### src/rtl/re_pkg.sv
// rtl/re_pkg.sv - shared capture-state encoding and RE_Control strobe map
package re_pkg;

  localparam int CAP_STATE_W = 3;

  typedef enum logic [CAP_STATE_W-1:0] {
    IDLE    = 3'b000,
    ARMED   = 3'b001,
    WAIT_R1 = 3'b010,
    WAIT_R2 = 3'b011,
    SEND    = 3'b100
  } cap_state_e;

  // Edge-tracked RE_Control strobes, packed into one vector for re_edge_detect
  localparam int STB_W      = 3;
  localparam int STB_ERASE  = 0;
  localparam int STB_EXPOSE = 1;
  localparam int STB_ADC    = 2;

  // Exactly one row select must be active for a conversion to be meaningful
  function automatic logic row_sel_ok(input logic nre_1, input logic nre_2);
    return nre_1 ^ nre_2;
  endfunction

endpackage

### src/rtl/re_edge_detect.sv
// rtl/re_edge_detect.sv - registered copy of a strobe vector with rise/fall flags
module re_edge_detect #(
  parameter int W = 1
) (
  input  logic         clk,
  input  logic         rst_n,
  input  logic [W-1:0] d,
  output logic [W-1:0] rise,
  output logic [W-1:0] fall
);

  logic [W-1:0] d_q;
  logic [W-1:0] d_d;

  // Next value of the history register is simply the current strobe level
  always_comb begin
    d_d = d;
  end

  // One-cycle history of each strobe
  always_ff @(posedge clk or negedge rst_n) begin
    if (!rst_n) d_q <= '0;
    else        d_q <= d_d;
  end

  // Edges are visible in the same cycle the strobe changes
  always_comb begin
    rise = d & ~d_q;
    fall = ~d & d_q;
  end

endmodule

### src/rtl/re_readout_capture.sv
// rtl/re_readout_capture.sv - RE_Control receiver: 2-row frame capture and pixel streamer
module re_readout_capture
  import re_pkg::*;
#(
  parameter int DATA_W = 8,
  parameter int NCOL   = 2,
  parameter int FCNT_W = 8
) (
  input  logic                      IN_Clock,
  input  logic                      IN_Reset,
  input  logic                      IN_Erase,
  input  logic                      IN_Expose,
  input  logic                      IN_NRE_1,
  input  logic                      IN_NRE_2,
  input  logic                      IN_ADC,
  input  logic [NCOL*DATA_W-1:0]    IN_Col_data,
  input  logic                      IN_Pix_ready,
  input  logic                      IN_Err_clear,
  output logic [DATA_W-1:0]         OUT_Pix_data,
  output logic                      OUT_Pix_valid,
  output logic [$clog2(2*NCOL)-1:0] OUT_Pix_index,
  output logic                      OUT_Frame_last,
  output logic [FCNT_W-1:0]         OUT_Frame_count,
  output logic                      OUT_Err_protocol,
  output logic                      OUT_Err_overrun,
  output logic [CAP_STATE_W-1:0]    OUT_Cap_FSM
);

  localparam int NWORD    = 2*NCOL;
  localparam int IDX_W    = $clog2(NWORD);
  localparam int ROW_W    = NCOL*DATA_W;
  localparam int LAST_IDX = NWORD-1;

  logic [STB_W-1:0] stb;
  logic [STB_W-1:0] stb_rise;
  logic [STB_W-1:0] stb_fall;
  logic             erase_rise;
  logic             expose_fall;
  logic             adc_rise;
  logic             strobe_conflict;
  logic             unused_stb;

  cap_state_e         state_q,   state_d;
  logic [2*ROW_W-1:0] frame_q,   frame_d;
  logic               valid_q,   valid_d;
  logic [IDX_W-1:0]   idx_q,     idx_d;
  logic [FCNT_W-1:0]  fcnt_q,    fcnt_d;
  logic               err_p_q,   err_p_d;
  logic               err_o_q,   err_o_d;
  logic [DATA_W-1:0]  pix_data;
  cap_state_e         st;

  // Pack the edge-tracked strobes
  always_comb begin
    stb             = '0;
    stb[STB_ERASE]  = IN_Erase;
    stb[STB_EXPOSE] = IN_Expose;
    stb[STB_ADC]    = IN_ADC;
  end

  re_edge_detect #(.W(STB_W)) u_edge (
    .clk   (IN_Clock),
    .rst_n (IN_Reset),
    .d     (stb),
    .rise  (stb_rise),
    .fall  (stb_fall)
  );

  assign erase_rise      = stb_rise[STB_ERASE];
  assign expose_fall     = stb_fall[STB_EXPOSE];
  assign adc_rise        = stb_rise[STB_ADC];
  assign strobe_conflict = IN_Expose & IN_Erase;
  assign unused_stb      = ^{stb_rise[STB_EXPOSE], stb_fall[STB_ERASE], stb_fall[STB_ADC]};

  // Capture sequencing, stream handshake and error flags; Erase is resolved
  // before ADC so a simultaneous pair judges ADC against the post-erase state
  always_comb begin
    state_d = state_q;
    frame_d = frame_q;
    valid_d = valid_q;
    idx_d   = idx_q;
    fcnt_d  = fcnt_q;
    err_p_d = err_p_q;
    err_o_d = err_o_q;
    st      = state_q;

    if (IN_Err_clear) begin
      err_p_d = 1'b0;
      err_o_d = 1'b0;
    end

    if (strobe_conflict) err_p_d = 1'b1;

    if (state_q == SEND) begin
      if (erase_rise || adc_rise) err_o_d = 1'b1;
      if (valid_q && IN_Pix_ready) begin
        if (idx_q == IDX_W'(LAST_IDX)) begin
          valid_d = 1'b0;
          idx_d   = '0;
          fcnt_d  = fcnt_q + FCNT_W'(1);
          st      = IDLE;
        end else begin
          idx_d   = idx_q + IDX_W'(1);
        end
      end
    end else begin
      // Erase arms from IDLE and aborts a partial capture; stale row data is
      // always overwritten by the next row-1 conversion before it can stream
      if (erase_rise && !strobe_conflict) st = ARMED;
      if (expose_fall && (st == ARMED)) st = WAIT_R1;
      if (adc_rise) begin
        if ((st == IDLE) || (st == ARMED) || !row_sel_ok(IN_NRE_1, IN_NRE_2)) begin
          err_p_d = 1'b1;
        end else if (st == WAIT_R1) begin
          if (IN_NRE_1) begin
            frame_d[0 +: ROW_W] = IN_Col_data;
            st                  = WAIT_R2;
          end else begin
            err_p_d = 1'b1;
          end
        end else begin
          if (IN_NRE_2) begin
            frame_d[ROW_W +: ROW_W] = IN_Col_data;
            st                      = SEND;
            valid_d                 = 1'b1;
            idx_d                   = '0;
          end else begin
            err_p_d = 1'b1;
          end
        end
      end
    end

    state_d = st;
  end

  // All capture/stream state updates together
  always_ff @(posedge IN_Clock or negedge IN_Reset) begin
    if (!IN_Reset) begin
      state_q <= IDLE;
      frame_q <= '0;
      valid_q <= 1'b0;
      idx_q   <= '0;
      fcnt_q  <= '0;
      err_p_q <= 1'b0;
      err_o_q <= 1'b0;
    end else begin
      state_q <= state_d;
      frame_q <= frame_d;
      valid_q <= valid_d;
      idx_q   <= idx_d;
      fcnt_q  <= fcnt_d;
      err_p_q <= err_p_d;
      err_o_q <= err_o_d;
    end
  end

  // Word select from the frame buffer, row-major with row 1 first
  always_comb begin
    pix_data = '0;
    for (int i = 0; i < NWORD; i++) begin
      if (idx_q == IDX_W'(i)) pix_data = frame_q[i*DATA_W +: DATA_W];
    end
  end

  assign OUT_Pix_data     = pix_data;
  assign OUT_Pix_valid    = valid_q;
  assign OUT_Pix_index    = idx_q;
  assign OUT_Frame_last   = valid_q & (idx_q == IDX_W'(LAST_IDX));
  assign OUT_Frame_count  = fcnt_q;
  assign OUT_Err_protocol = err_p_q;
  assign OUT_Err_overrun  = err_o_q;
  assign OUT_Cap_FSM      = state_q;

endmodule

### config.mk
export PLATFORM = sky130hd
export DESIGN_NAME = re_readout_capture
export DESIGN_NICKNAME = d
export VERILOG_FILES = /design/src/rtl/re_pkg.sv /design/src/rtl/re_edge_detect.sv /design/src/rtl/re_readout_capture.sv
export SDC_FILE = /design/constraint.sdc
export NUM_CORES = 1
export LEC_CHECK = 0
export BUFFER_PORTS_ARGS = -buffer_cell sky130_fd_sc_hd__buf_2
export CAP_MARGIN = 20
export CORE_MARGIN = 4
export CORE_UTILIZATION = 50
export DETAILED_ROUTE_END_ITERATION = 12
export HOLD_SLACK_MARGIN = 0.03
export PLACE_DENSITY = 0.73
export RECOVER_POWER = 50
export SYNTH_ARGS = -nofsm -noshare
export SYNTH_HDL_FRONTEND = slang
export SYNTH_HIERARCHICAL = 1
export SYNTH_SLANG_ARGS = --single-unit
### constraint.sdc
create_clock -name IN_Clock -period 2.6 [get_ports IN_Clock]
set_input_delay 0.26 -clock IN_Clock [delete_from_list [all_inputs] [get_ports IN_Clock]]
set_output_delay 0.26 -clock IN_Clock [all_outputs]
set_load 0.02 [all_outputs]
; ---- Word-level counts from Yosys, hierarchy flattened
; Index checks and enable logic that the tools add are counted.
[word_totals]
regBits = 51
out_inout_bits = 25
[classes]
add_sub_neg = 2
n_eq_ne = 11
mux = 41
bitwise = 10
n_reduce_logical = 18
[ops]
columns = op, count
row1 = $mux W3, 12
row2 = $mux W8, 4
row3 = $mux W1, 18
row4 = $reduce_and A5 Y1, 3
row5 = $mux W2, 7
row6 = $add A8 B1 Y8 const B, 1
row7 = $eq A3 B1 Y1 const B, 2
row8 = $reduce_and A6 Y1, 1
row9 = $eq A2 B2 Y1 const B, 2
row10 = $ne A2 B1 Y1 const B, 2
row11 = $ne A2 B2 Y1 const B, 2
row12 = $reduce_bool A2 Y1, 2
row13 = $and A3 B3 Y3, 1
row14 = $eq A3 B2 Y1 const B, 1
row15 = $eq A3 B3 Y1 const B, 1
row16 = $logic_and A1 B1 Y1, 3
row17 = $logic_not A3 Y1, 1
row18 = $logic_or A1 B1 Y1, 3
row19 = $not A1 Y1, 3
row20 = $not A3 Y3, 1
row21 = $reduce_and A3 Y1, 1
row22 = $add A2 B1 Y2 const B, 1
row23 = $and A1 B1 Y1, 2
row24 = $and A2 B2 Y2, 1
row25 = other kinds (6), 7

; ---- Depth between registers and ports, before layout
[logic_depth]
word_depth = 15
mapped_depth = 9
depth_no_buf = 7

; ---- Modules after synthesis
; The synthesis kept the hierarchy.
[modules_own_cells]
columns = module, n_inst, cells_each, area_each_um2, seq_area_each_um2
row1 = re_readout_capture, 1, 213, 2452.4, 1201.2
row2 = re_edge_detect, 1, 9, 127.6, 75.1

; ---- Least setup slack after synthesis
; Ideal clock, no wire load.
[synth_path]
path_kind = reg2out
start = register idx_q[1] (netlist: OUT_Pix_index[1])
end = output OUT_Pix_data[0]
arrival_time_ps = 1965
required_time_ps = 2340
slack_ps = 375
stages_incl_launch_ff = 10
path_buffers = 2
cell_sequence = dfrtp_1 -> inv_1 -> ha_1 -> clkbuf_1 -> nor2b_1 -> clkbuf_1 -> a22oi_1 -> nor2_1 -> a21oi_1 -> o21ai_0
[synth_via]
elab_chain_cells = 5
[synth_lines]
columns = element, line_no
row1 = start: declaration, re_readout_capture.sv:46  ; logic [IDX_W-1:0] idx_q, idx_d;
row2 = start signal: assignment, re_readout_capture.sv:151  ; idx_q <= idx_d;
row3 = $logic_not A2 Y1, re_readout_capture.sv:162  ; if (idx_q == IDX_W'(i)) pix_data = frame_q[i*DATA_W +: DATA_W];
row4 = $mux W8 (3 in series), re_readout_capture.sv:162
row5 = $mux W8 *, re_readout_capture.sv:162
row6 = end: declaration, re_readout_capture.sv:19  ; output logic [DATA_W-1:0] OUT_Pix_data,
; Every way passes the cells marked *; elsewhere a longest branch is shown, timed or not.

; ---- Worst setup path after layout
[layout_path]
start = register idx_q[1] (netlist: OUT_Pix_index[1])
end = output OUT_Pix_data[2]
; Same word-level chain as after synthesis.

==> flow_summary.ini <==
[clock_tree]
ctsRootBufferMaster = clkbuf_8
cts_tree = done
clk-insertion-delay-late_ns = 0.30
clockBufferDepth = 2
post_cts_buffers = 0
clk_pin_slew_ns = 0.09
clock_sinks = 51
htree_levels = 2
cts_made_buffers = 5

[route]
vias_per_cell = 5.26
via_count = 1779
ant_nets = 0
drtIter0Drc = 89
post_drt_wl_per_cell_um = 15.2
first_pass_iters = 4
drc = 0
routed_wl_um = 5130

[timing]
slew-limit-headroom_pct = -0.798
rsz0062_at_grt = false
fin_crit_sh_pct = 91.2
worst_pin_slew_ns = 1.51
fmax_ghz = 0.422
clock_skew_ns = 0.00707
timing.setup.tns_ns = 0
period_minus_slack_ns = 2.37
finalMaxSlewViolations = 28
hold_viol_final = 0
setup_viol = 0
finalWorstSetupSlack_ns = 0.228

[hold_path]
hold_path.class = in2reg
hold-path-cell-count = 1
holdPathEnd = u_edge/d_q[2]
min_from = IN_ADC

[layout]
nFillCells = 402
nets = 300
diodes = 0
final_cells = 338
area_growth_pct = 15.9
drive_above_1_share_pct = 33.9

[synth]
netlist_area_mm2 = 0.00255
synth_nets = 249
avgSynthCellArea_um2 = 11.7
synthCells = 219
synth_warnings = 6

[setup_path]
required_ns = 2.34
ff2ff_setup_slack_ns = 0.53
reg2reg_depth = 6
end_kind = output pin
crit_chain = inv_1, ha_1, nor2b_2, buf_4, a22oi_1, nor2_1, a21oi_1, o21ai_0, buf_2
path_buf_inv = 3
critPathLaunchType = flop
max_stage_delay_ns = 0.43
cp_slowest_cell = dfrtp_1
critPathTopFamily = buffers and inverters
r2r_start = u_edge/d_q[0]
r2r_end = frame_q[0]
cp_max_fo = 10
critPathKind = reg2out
cp_data_arrival_time_ns = 2.11

[placement]
dp_slack_ns = 0.503
dpl.hpwl_um = 3700
dp.cells = 329
portBuffers = 49
gp_congestion = 0.782

[power_and_ir_drop]
p_sw_uw = 921
combPwrFrac_pct = 34.6
p_clk_share_pct = 21.3
switching_share_pct = 34.4
vdd_drop_max_v = 0.000635
power_frac_seq_pct = 44.1
power.leakage_uw = 0.00145
powerDensity_mw_per_mm2 = 906
p_int_uw = 1760

[grt]
grt_pass1_vias = 1792
grt_max_degree = 28
track_usage_pct = 17.5
grt_pass1_wl_um = 8620
antenna_found_initial = 0
gr-total-overflow = 0

[die]
start_util_pct = 52.7
ios = 50
core_mm2 = 0.00485
dieHeight_um = 79.5
die_w_um = 79.5
num_rows = 25
die_area_mm2 = 0.00631

[outcome]
violations = max-capacitance violations, max-slew violations
outcome = finished with violations

[job]
max_cap_viol_count = 1
==> registers in the layout, indices dropped and copies added (netlist names) <==
signal,count
OUT_Cap_FSM,3
OUT_Err_overrun,1
OUT_Err_protocol,1
OUT_Frame_count,8
OUT_Pix_index,2
OUT_Pix_valid,1
frame_q,32
u_edge/d_q,3
==> worst register-to-register path, cell delays in order (launching register included) <==
cell      delay, ns
dfrtp_1        0.36
and2b_2        0.22
a21boi_2       0.23
o21ai_1        0.12
a21oi_2        0.24
nand4_4        0.37
mux2_4         0.42
==> area by class of cell <==
cell class                      instances  area (um^2)  share of cell area (%)
Clock buffer                            6         82.6                    2.79
Sequential cell                        51         1280                    43.1
Tap cell                               67         83.8                    2.83
Timing Repair Buffer                   55          268                    9.05
Inverter                                6         22.5                   0.761
Clock inverter                          2         35.0                    1.18
Multi-Input combinational cell        151         1190                    40.3
==> through the flow <==
| step | area (um^2) | hold slack, ns | power [uW] | utilization, % |
|---|---|---|---|---|
| 2_1_floorplan | 2550 | -0.0356 | 1840 | - |
| 3_3_place_gp | 2850 | 0.310 | 2090 | 58.9 |
| 3_5_place_dp | 2850 | 0.307 | 2120 | 58.9 |
| 4_1_cts | 2980 | 0.0649 | 2700 | 61.5 |
| 5_1_grt | 2960 | 0.0577 | 2850 | 61.0 |
| 6_report | 2960 | 0.0715 | 2680 | 61.0 |
==> how the worst max path moves through the flow <==
| stage | startpoint | depth (start not counted) | slack (ns) | endpoint |
|---|---|---|---|---|
| floorplan | OUT_Pix_index[1] | 9 | 0.37 | OUT_Pix_data[0] |
| global placement | IN_Erase | 7 | 0.50 | frame_q[10] |
| detailed placement | IN_Erase | 7 | 0.50 | frame_q[10] |
| CTS | OUT_Pix_index[1] | 9 | 0.14 | OUT_Pix_data[2] |
| global route | OUT_Pix_index[1] | 9 | 0.06 | OUT_Pix_data[6] |
| finish | OUT_Pix_index[1] | 9 | 0.23 | OUT_Pix_data[2] |
==> power by group through the flow <==
stage	registers [uW]	logic (uW)	clock network, uW
floorplan	1170	673	0
global placement	1180	904	0
detailed placement	1190	925	0
CTS	1180	935	587
global route	1210	1020	621
finish	1180	929	571
==> repair_timing <==
item	4_1_cts	5_1_grt
resized for setup	0	1
hold buffers	1	0
endpoints found under the setup margin	0	3
hold endpoints to repair	25	0
==> layout by cell type (no fill, tap or decap), drive strengths merged, types with 2 or more instances in the layout <==
cell    count
nand4       6
and2        3
ha          5
mux2i       2
nor2b       2
xnor2       7
and3        2
clkbuf     24
o31ai       2
dfrtp      51
nor2       12
nand2      17
inv         6
a22oi       8
mux2       33
and2b       3
o21ai      20
nand3       4
buf        36
a21oi      11
==> per-layer routing <==
layer	wire [um]	part of all wire, %	track usage, %
met1	2410	47	24.0
met4	38	0.74	5.15
met2	2450	48	27.5
met5	0	0	0
met3	225	4.4	4.06
(Power assumes the default switching activity.)
